File: src/rtl/ceyloniac_pkg.sv
// ceyloniac_pkg: shared ALU opcodes, width defaults and register-zero constant
package ceyloniac_pkg;
  localparam int DEF_ALU_DATA_WIDTH = 32;
  localparam int DEF_ALU_OP_WIDTH   = 4;
  localparam int DEF_REG_ADDR_WIDTH = 5;
  localparam int DEF_IMM_WIDTH      = 16;
  localparam logic [DEF_REG_ADDR_WIDTH-1:0] REG_ZERO = '0;
  typedef enum logic [3:0] {
    ALU_ADD  = 4'b0000,
    ALU_SUB  = 4'b0001,
    ALU_AND  = 4'b0010,
    ALU_OR   = 4'b0011,
    ALU_XOR  = 4'b0100,
    ALU_NOR  = 4'b0101,
    ALU_SLL  = 4'b0110,
    ALU_SRL  = 4'b0111,
    ALU_SRA  = 4'b1000,
    ALU_SLT  = 4'b1001,
    ALU_SLTU = 4'b1010,
    ALU_MUL  = 4'b1011,
    ALU_LUI  = 4'b1100,
    ALU_ROL  = 4'b1101,
    ALU_ROR  = 4'b1110,
    ALU_PASS = 4'b1111
  } alu_op_e;
endpackage

File: src/rtl/ceyloniac_fwd_mux.sv
// ceyloniac_fwd_mux: picks the newest in-flight value for one source register
module ceyloniac_fwd_mux
  import ceyloniac_pkg::*;
#(
  parameter int DW = DEF_ALU_DATA_WIDTH,
  parameter int AW = DEF_REG_ADDR_WIDTH
) (
  input  logic [AW-1:0] i_src,
  input  logic [DW-1:0] i_rf_data,
  input  logic          i_ex_en,
  input  logic [AW-1:0] i_ex_rd,
  input  logic [DW-1:0] i_ex_data,
  input  logic          i_exmem_en,
  input  logic [AW-1:0] i_exmem_rd,
  input  logic [DW-1:0] i_exmem_data,
  input  logic          i_memwb_en,
  input  logic [AW-1:0] i_memwb_rd,
  input  logic [DW-1:0] i_memwb_data,
  output logic [DW-1:0] o_data
);
  logic w_nz;
  assign w_nz = i_src != '0;
  // Youngest producer wins; r0 is hard-wired so never forwarded
  assign o_data = !w_nz                               ? i_rf_data    :
                  (i_ex_en    && i_ex_rd    == i_src) ? i_ex_data    :
                  (i_exmem_en && i_exmem_rd == i_src) ? i_exmem_data :
                  (i_memwb_en && i_memwb_rd == i_src) ? i_memwb_data :
                                                        i_rf_data;
endmodule

File: src/rtl/ceyloniac_id_ex_stage.sv
// ceyloniac_id_ex_stage: one-entry ID/EX register with forwarding,
// immediate selection and a saturating stall counter
module ceyloniac_id_ex_stage
  import ceyloniac_pkg::*;
#(
  parameter int ALU_DATA_WIDTH = DEF_ALU_DATA_WIDTH,
  parameter int ALU_OP_WIDTH   = DEF_ALU_OP_WIDTH,
  parameter int REG_ADDR_WIDTH = DEF_REG_ADDR_WIDTH,
  parameter int IMM_WIDTH      = DEF_IMM_WIDTH
) (
  input  logic                      clk,
  input  logic                      rst_n,
  input  logic                      i_id_valid,
  output logic                      o_id_ready,
  input  logic [ALU_OP_WIDTH-1:0]   i_id_alu_sel,
  input  logic [REG_ADDR_WIDTH-1:0] i_id_rs_addr,
  input  logic [REG_ADDR_WIDTH-1:0] i_id_rt_addr,
  input  logic [ALU_DATA_WIDTH-1:0] i_id_rs_data,
  input  logic [ALU_DATA_WIDTH-1:0] i_id_rt_data,
  input  logic [REG_ADDR_WIDTH-1:0] i_id_rd_addr,
  input  logic                      i_id_wr_en,
  input  logic [IMM_WIDTH-1:0]      i_id_imm,
  input  logic                      i_id_use_imm,
  input  logic                      i_id_imm_signed,
  input  logic [ALU_DATA_WIDTH-1:0] i_alu_result,
  input  logic                      i_exmem_wr_en,
  input  logic [REG_ADDR_WIDTH-1:0] i_exmem_rd_addr,
  input  logic [ALU_DATA_WIDTH-1:0] i_exmem_data,
  input  logic                      i_memwb_wr_en,
  input  logic [REG_ADDR_WIDTH-1:0] i_memwb_rd_addr,
  input  logic [ALU_DATA_WIDTH-1:0] i_memwb_data,
  input  logic                      i_flush,
  output logic                      o_ex_valid,
  input  logic                      i_ex_ready,
  output logic [ALU_DATA_WIDTH-1:0] o_alu_in_a,
  output logic [ALU_DATA_WIDTH-1:0] o_alu_in_b,
  output logic [ALU_OP_WIDTH-1:0]   o_alu_sel,
  output logic [REG_ADDR_WIDTH-1:0] o_ex_rd_addr,
  output logic                      o_ex_wr_en,
  output logic [31:0]               o_stall_count
);
  logic                      r_ex_valid;
  logic [ALU_DATA_WIDTH-1:0] r_alu_a;
  logic [ALU_DATA_WIDTH-1:0] r_alu_b;
  logic [ALU_OP_WIDTH-1:0]   r_alu_sel;
  logic [REG_ADDR_WIDTH-1:0] r_rd_addr;
  logic                      r_wr_en;
  logic [31:0]               r_stall;
  logic                      w_id_ready;
  logic                      w_cap;
  logic                      w_ex_fwd_en;
  logic [ALU_DATA_WIDTH-1:0] w_imm_ext;
  logic [ALU_DATA_WIDTH-1:0] w_fwd_a;
  logic [ALU_DATA_WIDTH-1:0] w_fwd_b;
  assign w_id_ready  = !r_ex_valid || i_ex_ready;
  assign w_cap       = i_id_valid && w_id_ready && !i_flush;
  assign w_ex_fwd_en = r_ex_valid && r_wr_en;
  assign w_imm_ext   = {{(ALU_DATA_WIDTH-IMM_WIDTH){i_id_imm_signed & i_id_imm[IMM_WIDTH-1]}}, i_id_imm};
  ceyloniac_fwd_mux #(.DW(ALU_DATA_WIDTH), .AW(REG_ADDR_WIDTH)) u_fwd_rs (
    .i_src       (i_id_rs_addr),
    .i_rf_data   (i_id_rs_data),
    .i_ex_en     (w_ex_fwd_en),
    .i_ex_rd     (r_rd_addr),
    .i_ex_data   (i_alu_result),
    .i_exmem_en  (i_exmem_wr_en),
    .i_exmem_rd  (i_exmem_rd_addr),
    .i_exmem_data(i_exmem_data),
    .i_memwb_en  (i_memwb_wr_en),
    .i_memwb_rd  (i_memwb_rd_addr),
    .i_memwb_data(i_memwb_data),
    .o_data      (w_fwd_a)
  );
  ceyloniac_fwd_mux #(.DW(ALU_DATA_WIDTH), .AW(REG_ADDR_WIDTH)) u_fwd_rt (
    .i_src       (i_id_rt_addr),
    .i_rf_data   (i_id_rt_data),
    .i_ex_en     (w_ex_fwd_en),
    .i_ex_rd     (r_rd_addr),
    .i_ex_data   (i_alu_result),
    .i_exmem_en  (i_exmem_wr_en),
    .i_exmem_rd  (i_exmem_rd_addr),
    .i_exmem_data(i_exmem_data),
    .i_memwb_en  (i_memwb_wr_en),
    .i_memwb_rd  (i_memwb_rd_addr),
    .i_memwb_data(i_memwb_data),
    .o_data      (w_fwd_b)
  );
  always_ff @(posedge clk or negedge rst_n) begin
    if (!rst_n) begin
      r_ex_valid <= 1'b0;
      r_alu_a    <= '0;
      r_alu_b    <= '0;
      r_alu_sel  <= '0;
      r_rd_addr  <= '0;
      r_wr_en    <= 1'b0;
      r_stall    <= '0;
    end else begin
      if (i_flush) r_ex_valid <= 1'b0;
      else if (w_cap) r_ex_valid <= 1'b1;
      else if (i_ex_ready) r_ex_valid <= 1'b0;
      if (w_cap) begin
        r_alu_a   <= w_fwd_a;
        r_alu_b   <= i_id_use_imm ? w_imm_ext : w_fwd_b;
        r_alu_sel <= i_id_alu_sel;
        r_rd_addr <= i_id_rd_addr;
        r_wr_en   <= i_id_wr_en && (i_id_rd_addr != REG_ADDR_WIDTH'(REG_ZERO));
      end
      if (r_ex_valid && !i_ex_ready && r_stall != '1) r_stall <= r_stall + 32'd1;
    end
  end
  assign o_id_ready    = w_id_ready;
  assign o_ex_valid    = r_ex_valid;
  assign o_alu_in_a    = r_alu_a;
  assign o_alu_in_b    = r_alu_b;
  assign o_alu_sel     = r_alu_sel;
  assign o_ex_rd_addr  = r_rd_addr;
  assign o_ex_wr_en    = r_wr_en;
  assign o_stall_count = r_stall;
endmodule

File: config.mk
export PLATFORM = sky130hd
export DESIGN_NAME = ceyloniac_id_ex_stage
export DESIGN_NICKNAME = d
export VERILOG_FILES = /design/src/rtl/ceyloniac_pkg.sv /design/src/rtl/ceyloniac_fwd_mux.sv /design/src/rtl/ceyloniac_id_ex_stage.sv
export SDC_FILE = /design/constraint.sdc
export NUM_CORES = 1
export LEC_CHECK = 0
export ABC_AREA = 1
export BUFFER_PORTS_ARGS = -buffer_cell sky130_fd_sc_hd__buf_2
export CAP_MARGIN = 20
export CORE_UTILIZATION = 55
export CTS_CLUSTER_DIAMETER = 100
export DETAILED_ROUTE_END_ITERATION = 10
export HOLD_SLACK_MARGIN = 0.06
export PLACE_DENSITY = 0.95
export SETUP_SLACK_MARGIN = 0.5
export SLEW_MARGIN = 20
export SYNTH_ARGS = -nofsm -noshare
export SYNTH_HDL_FRONTEND = slang
export SYNTH_SLANG_ARGS = --single-unit
File: constraint.sdc
create_clock -name clk -period 4.6 [get_ports clk]
set_clock_uncertainty 0.15 [all_clocks]
set_input_delay 0.23 -clock clk [delete_from_list [all_inputs] [get_ports clk]]
set_output_delay 0.23 -clock clk [all_outputs]
set_load 0.005 [all_outputs]
After elaboration in Yosys (flattened, before gate mapping)
Cells that the tools add are included.

storage, ports and cells
  register bits = 107
  latch bits = 0
  memory bits (writable) = 0
  ROM bits = 0
  input bits = 215
  output and inout bits = 108
  logic and storage cells = 48
  memories = 0

operators by class
  $add $sub $neg = 1
  multipliers = 0
  divide/modulo/power cells = 0
  order comparisons = 0
  eq/ne operators = 7
  shifts and indexed selects = 0
  muxes and demuxes = 12
  bitwise gates (word level) = 1
  reductions and logical operators = 20

operators by type and width
  kind                     number
  $mux W32                 9
  $add A32 B1 Y32 const B  1
  $ne A32 B32 Y1 const B   1
  $eq A5 B5 Y1             6
  $reduce_bool A5 Y1       3
  $logic_and A1 B1 Y1      12
  $logic_not A1 Y1         3
  $mux W1                  3
  $reduce_bool A3 Y1       1
  $and A1 B1 Y1            1
  $logic_or A1 B1 Y1       1

Logic depth before layout (Yosys ltp)
Gate-level depths: netlist of the first run.

  depth in word-level cells = 7
  gate-level depth with buffers = 13

Modules after synthesis
From an unflattened synthesis of the first run, not the netlist that was laid out.

unflattened totals
  cell total of the unflattened synthesis = 1778
  area total of the unflattened synthesis = 9745.6 um2

by module, submodules not included
  module                 times used  cells each  area an instance (um2)  seq. area each (um2)
  ceyloniac_id_ex_stage  1           682         5146.2                  2677.6
  ceyloniac_fwd_mux      2           548         2299.7                  0.0

Least setup slack after synthesis of the first run
No wires, ideal clock.

  kind = flip-flop to flip-flop
  from = reg r_stall[0] (netlist: o_stall_count[0])
  to = reg r_stall[3] (netlist: o_stall_count[3])
  setup time = 65 ps
  data arrival time = 1575 ps
  path slack = 2810 ps
  cell stages (with the launch flop) = 10
  path buffers = 1
  period minus slack after synthesis = 1790 ps
  path through = dfrtp_1 ha_1 nand3_1 inv_1 nand2_1 nor2_2 a21oi_2 buf_2 nand3_1 nand2_1

on the way
  word-level cells in the longest chain between the ends = 2
  elaborated cells on any way between the ends = 3
  those cells by class = add/sub: 1; eq/ne: 1; reduce/logical: 1

RTL lines
  what                                                     line                          text
  start: declaration                                       ceyloniac_id_ex_stage.sv:48   logic [31:0] r_stall;
  start signal: assignment                                 ceyloniac_id_ex_stage.sv:107  if (r_ex_valid && !i_ex_ready && r_stall != '1) r_stall <= r_stall + 32'd1;
  branches (longest 2 deep; another with $add A32 B1 Y32)  --

Parallel ways; which one is timed is not known.
A chain may end at the register's enable or synchronous reset.

Final worst setup path of the first run
  from = reg r_ex_valid (netlist: o_ex_valid)
  to = reg r_alu_a[24] (netlist: o_alu_in_a[24])

on the way
  word-level cells in the longest chain between the ends = 4
  elaborated cells on any way between the ends = 8
  those cells by class = mux: 2; reduce/logical: 6

RTL lines
  what                                                       line                                                      text
  start: declaration                                         ceyloniac_id_ex_stage.sv:42                               logic r_ex_valid;
  start signal: assignment                                   ceyloniac_id_ex_stage.sv:89                               r_ex_valid <= 1'b0;
  start signal: assignment                                   ceyloniac_id_ex_stage.sv:97                               if (i_flush) r_ex_valid <= 1'b0;
  start signal: assignment                                   ceyloniac_id_ex_stage.sv:98                               else if (w_cap) r_ex_valid <= 1'b1;
  $logic_and A1 B1 Y1 or $logic_not A1 Y1 (tied branches)    ceyloniac_id_ex_stage.sv:57, ceyloniac_id_ex_stage.sv:55
  $logic_and A1 B1 Y1 or $logic_or A1 B1 Y1 (tied branches)  ceyloniac_fwd_mux.sv:25, ceyloniac_id_ex_stage.sv:55
  $mux W32 or $logic_and A1 B1 Y1 (tied branches)            ceyloniac_fwd_mux.sv:25, ceyloniac_id_ex_stage.sv:56
  $mux W32 or $logic_and A1 B1 Y1 (tied branches)            ceyloniac_fwd_mux.sv:24, ceyloniac_id_ex_stage.sv:56
  end signal: assignment                                     ceyloniac_id_ex_stage.sv:101                              r_alu_a <= w_fwd_a;
  end: declaration                                           ceyloniac_id_ex_stage.sv:43                               logic [ALU_DATA_WIDTH-1:0] r_alu_a;

Parallel ways exist; a longest one is shown, timed or not.

==> impl_metrics.ini, run 1 <==
[timing]
worstMarginPinSlew_ns = 1.08
finalSetupViolCount = 0
holdWs_ns = 0.0612
hold_viol = 0
min_period_ns = 3.24
period_share_pct = 70.5
max_freq_ghz = 0.309
report.final.slew_viol_count = 0
rsz0062_at_grt = false
max_slew_margin_pct = 27.9
setup_tns_ns = 0

[synthesis]
synth.distinct_cells = 33
synth_ff_type = dfrtp_1
synth.avg_cell_area_um2 = 5.96
seq_area_frac_synth_pct = 30.5
yosys_register_bits = 107
synth.area.top_cells = dfrtp_1, nand2_1, a21oi_1
synth_common_cells = nand2_1, nor2_1, a21oi_1
ys_async_sr_fraction_pct = 100
yosysWarnings = 0
synth_nets = 1691
synth_cells = 1475
synthesis.area_um2 = 8790
synth_top_area_cell = dfrtp_1
synth.top_cell.area_share_pct = 30.5
synth_edf_count = 0
synth_most_common_cell = nand2_1

[global_routing]
grt_overflow_total = 0
grt_pass1_wl_mm = 57.8
grt_max_degree = 98
antenna_found_initial = 8
grtUsageTotal_pct = 45.1
grt_pass1_vias = 11100

[floorplanning]
die_h_um = 128
start_util_pct = 57.0
fp.coreArea_um2 = 15400
io_pins = 323
fp-row-count = 45
die_area_um2 = 16500
die_w_um = 128

[critical_path]
path_buf_inv = 2
worstPathArrival_ns = 3.35
crit_family = simple AND/OR/NAND/NOR gates
worstSetupEndpointType = flip-flop
startpoint = o_ex_valid
worst-setup-path-type = reg -> reg
cp_slowest_cell = nor2_4
rr_startpoint = o_ex_valid
start_kind = flip-flop
crit_chain = nand2_1 > a21oi_1 > o2111ai_1 > nor2_4 > buf_4 > nor2_1 > nand2_1 > nand2_1 > nand2_1 > dlygate4sd3_1 > nand2_1
crit_path_frequent_cell = nand2_1
crit_required_ns = 4.71
crit_path_max_fanout = 34
max_stage_delay_ns = 0.71

[clock_tree]
ctsRootBufferMaster = clkbuf_16
cts.clk_slew.worst_paths_ns = 0.08
numCtsBuffers = 9
postCtsSetupBuffers = 0
clk_path_buf_depth = 2
cts.sinks = 107
htree_levels = 3
cts_tree = done
clk_latency_ns = 0.37

[cells_and_area]
drive_gt1_share_pct = 21.4
finalNetCount = 2033
multi_input_area_um2 = 5170
syn2layout_area_growth_pct = 30.5
postLayoutCoreUtil_pct = 74.4
regArea_um2 = 2680
fillCellCount = 1232

[status]
status = finished clean

[power]
p_per_area_nw_per_um2 = 267
ir_worst_vdd_mv = 0.194
leakagePower_nw = 6.36

[run]
max_cap_viol_count = 0

[drt]
wl_per_cell_um = 17.8
vias = 11900
drt-initial-drc-count = 1539
firstDrtPassIters = 9
drt-total-wl_mm = 36.3
via_per_inst = 5.83
drc = 0
antenna_left = 0

[worst_hold_path]
hold_path.class = in -> reg
hp-start = i_id_rs_data[3]

[placement]
dp_hpwl_mm = 23.4
gp_congestion = 0.986
io_buffers = 322
[layout by cell type (no fill, tap or decap), drive strengths merged]
master         n
a21oi        175
a31oi          1
buf          337
bufinv         1
clkbuf         9
clkinv         3
clkinvlp       2
dfrtp        107
diode          5
dlygate4sd3   76
ha             1
inv          149
nand2        521
nand3        103
nand3b         9
nand4         38
nor2         203
nor3          16
nor4           3
o2111ai        2
o211a          1
o21ai         31
o22ai          3
xnor2         11
xor2          20
[worst register-to-register path, delay by kind of cell (launching register included)]
family | cells | cell delay (ns)
compound gates | 2 | 0.29
buf+inv | 2 | 1.07
simple gates | 7 | 1.16
flops | 1 | 0.46
[what timing repair did]
action                     4_1_cts  5_1_grt
hold endpoints to repair       120        0
setup endpoints to repair        0        0
gates resized for setup          0        0
hold buffers                    76        0
[metrics by stage]
| stage | total power [W] | instances | instance area (µm²) | setup slack (ns) |
|---|---|---|---|---|
| final | 0.00307 | 2038 | 11500 | 1.36 |
| after global placement | 0.00212 | 1941 | 10400 | 2.00 |
| after detailed placement | 0.00215 | 1941 | 10400 | 1.97 |
| after global routing | 0.00322 | 2038 | 11500 | 1.20 |
| after CTS | 0.00301 | 2033 | 11500 | 1.49 |
| after floorplan | 0.00170 | 1475 | 8790 | 2.81 |
[flip-flops by register name, indices dropped and copies added, names as in the netlist]
signal / flops
o_alu_in_b: 32
o_alu_in_a: 32
o_alu_sel: 4
o_stall_count: 32
o_ex_wr_en: 1
o_ex_rd_addr: 5
o_ex_valid: 1
[routing by layer]
layer  global-route usage, %  up-vias  routed length (µm)
met5                       0        -                  14
met4                    27.2        2                2660
met3                    12.6      242                5090
met2                    70.9     1091               15900
met1                    55.1     5197               12600
li1                        -     5349                   -
[cell families after synthesis]
family          share of synthesized area, %
flops                                   30.5
fa+ha+maj                              0.142
buf+inv                                 11.1
compound gates                          12.6
simple gates                            42.6
xor+xnor                                3.09
[where the power goes]
group,switching (W),internal (W)
Sequential,0.000150,0.00110
Clock,0.000407,0.000428
Combinational,0.000571,0.000409
Total,0.00113,0.00194
[final timing paths]
check                            endpoint  slack, ns  cells after the start
setup / recovery           o_alu_in_a[24]       1.36                     11
hold / removal              o_alu_in_a[3]       0.06                      5
setup reg to reg           o_alu_in_a[24]       1.36                     11
hold reg to reg              o_alu_sel[0]       0.33                      2
max in group asynchronous   o_alu_in_a[5]       2.79                      3
min in group asynchronous  o_alu_in_a[21]       0.38                      2
[layout make-up]
| class | count | area share (%) |
|---|---|---|
| antenna | 5 | 0.109 |
| multi-input combinational | 1138 | 45.1 |
| tap | 211 | 2.30 |
| clock buffer | 9 | 1.96 |
| clock inverter | 7 | 0.665 |
| inverter | 148 | 4.85 |
| timing repair buffer | 413 | 21.7 |
| sequential | 107 | 23.3 |
No activity file was read; power rests on OpenSTA's default activity.
==> run 2: changes to the inputs <==
--- a/config.mk
+++ b/config.mk
@@ -8,11 +8,11 @@
 export ABC_AREA = 1
 export BUFFER_PORTS_ARGS = -buffer_cell sky130_fd_sc_hd__buf_2
 export CAP_MARGIN = 20
-export CORE_UTILIZATION = 55
+export CORE_UTILIZATION = 46
 export CTS_CLUSTER_DIAMETER = 100
 export DETAILED_ROUTE_END_ITERATION = 10
 export HOLD_SLACK_MARGIN = 0.06
-export PLACE_DENSITY = 0.95
+export PLACE_DENSITY = 0.89
 export SETUP_SLACK_MARGIN = 0.5
 export SLEW_MARGIN = 20
 export SYNTH_ARGS = -nofsm -noshare
==> constraint.sdc (replaced) <==
create_clock -name clk -period 2.93 [get_ports clk]
set_clock_uncertainty 0.15 [all_clocks]
set_input_delay 0.1465 -clock clk [delete_from_list [all_inputs] [get_ports clk]]
set_output_delay 0.1465 -clock clk [all_outputs]
set_load 0.005 [all_outputs]
==> impl_metrics.ini, run 2 (synthesis gave the netlist of run 1 again) <==
[global_routing]
antenna_found_initial = 4
grt.met2_usage_pct = 63.2
busiest_layer = met2
grt_overflow_total = 0
grtUsageTotal_pct = 39.4
grt_pass1_wl_mm = 60.3
grt_max_degree = 65
grtUsageMet1_pct = 48.8
met3_usage_pct = 10.2
grt_pass1_vias = 11400

[drt]
antenna_left = 0
vias = 12000
via_per_inst = 5.64
firstDrtPassIters = 7
drt-total-wl_mm = 38.5
wl_per_cell_um = 18.1
drt-initial-drc-count = 1233
drc = 0

[power]
p_sw_w = 0.00187
p_int_w = 0.00306
pwr-share-clk_pct = 26.7
ir_worst_vdd_mv = 0.338
p_total_w = 0.00493
p_sw_share_pct = 38.0
seqPwrFrac_pct = 39.6
leakagePower_nw = 6.70
p_comb_share_pct = 33.7
p_per_area_nw_per_um2 = 403

[timing]
rsz0062_at_grt = true
min_period_ns = 2.36
holdWs_ns = 0.0791
period_share_pct = 80.6
setup_tns_ns = 0
worstMarginPinSlew_ns = 0.885
max_slew_margin_pct = 41.0
max_freq_ghz = 0.423
finalSetupViolCount = 0
report.final.slew_viol_count = 0
hold_viol = 0

[critical_path]
rr_startpoint = o_ex_rd_addr[4]
crit_path_max_fanout = 22
max_stage_delay_ns = 0.59
path_buf_inv = 2
r2r_cells = 10
crit_path_frequent_cell = nand2_1
worstPathArrival_ns = 2.47
worstSetupEndpointType = flip-flop
reg2reg_slack_ns = 0.57
crit_family = buffers and inverters
critical_path_depth = 10
crit_required_ns = 3.03
crit_chain = xnor2_1 > o2111ai_2 > nor2_4 > buf_12 > nor2_1 > nand2_1 > nand2_1 > nand2_1 > dlygate4sd3_1 > nand2_1
worst-setup-path-type = reg -> reg
cp_slowest_cell = dlygate4sd3_1
start_kind = flip-flop
reg2reg_to = o_alu_in_a[11]

[cells_and_area]
syn2layout_area_growth_pct = 39.2
final_cell_mix = nand2_1, buf_2, nor2_1
fillCellCount = 1622
finalNetCount = 2100
final_common_cell = nand2_1
finalInstanceArea_um2 = 12200
drive_gt1_share_pct = 21.4

[worst_hold_path]
hold_path.class = in -> reg
holdPathStages = 7
hold_path_end = o_alu_in_a[16]
hp-start = i_exmem_data[16]

[placement]
io_buffers = 322
dp_hpwl_mm = 25.9
place_area_um2 = 10500
gp_congestion = 0.984

[clock_tree]
ctsRootBufferMaster = clkbuf_16
cts.clk_slew.worst_paths_ns = 0.09
clk_path_buf_depth = 2
cts_tree = done
htree_levels = 3
numCtsBuffers = 9
cts.sinks = 107
clk_latency_ns = 0.36

[floorplanning]
fp-row-count = 50
fp.coreArea_um2 = 18700
die_area_um2 = 19700
io_pins = 323
die_h_um = 140
start_util_pct = 47.0
die_w_um = 140

[run]
max_cap_viol_count = 0

[status]
status = finished clean
[run 2: layout make-up]
class	count	area [µm²]	area share (%)
sequential	107	2680	21.9
clock inverter	7	86.3	0.705
inverter	148	557	4.55
multi-input combinational	1138	5200	42.5
timing repair buffer	480	3180	26.0
antenna	5	12.5	0.102
tap	234	293	2.39
clock buffer	9	225	1.84
[run 2: worst max-delay path by stage]
| stage | from | end | slack, ns |
|---|---|---|---|
| after floorplan | o_stall_count[0] | o_stall_count[3] | 1.14 |
| after global placement | i_id_rt_addr[0] | o_alu_in_b[13] | 0.58 |
| after detailed placement | i_id_rt_addr[0] | o_alu_in_b[14] | 0.60 |
| after CTS | o_ex_valid | o_alu_in_a[11] | 0.59 |
| after global routing | o_ex_rd_addr[2] | o_alu_in_a[10] | 0.42 |
| final | o_ex_rd_addr[4] | o_alu_in_a[11] | 0.57 |
[run 2: power groups by stage]
stage                     registers, W  clock network (W)  logic, W
after floorplan                0.00195                  0  0.000714
after global placement         0.00197                  0   0.00141
after detailed placement       0.00196                  0   0.00145
after CTS                      0.00194            0.00135   0.00160
after global routing           0.00198            0.00138   0.00183
final                          0.00195            0.00132   0.00166
[run 2: repair_timing]
action,CTS,global route
buffers inserted,0,2
endpoints found under the hold margin,116,0
setup endpoints to repair,0,27
gates resized for setup,0,9
hold buffers,131,0
[run 2: per-stage QoR]
stage | utilization, % | instances | setup slack [ns]
floorplan | - | 1475 | 1.14
global placement | 56.4 | 1974 | 0.576
detailed placement | 56.4 | 1974 | 0.604
CTS | 65.1 | 2121 | 0.594
global route | 65.4 | 2127 | 0.418
finish | 65.4 | 2128 | 0.567
[run 2: tightest hold or removal path, cell delays in order]
cell and delay, ns:
buf_2 0.09, nor2_1 0.04, nor2_1 0.09, nand2_1 0.06, nand2_1 0.05, nand2_1 0.04, nand2_1 0.05
[run 2: metal layers]
metal,wire length (µm),vias up,part of all wire [%]
met3,4430,204,12
met2,17500,901,45
met1,14700,5396,38
met5,0,-,0
li1,-,5502,-
met4,1920,0,5.0
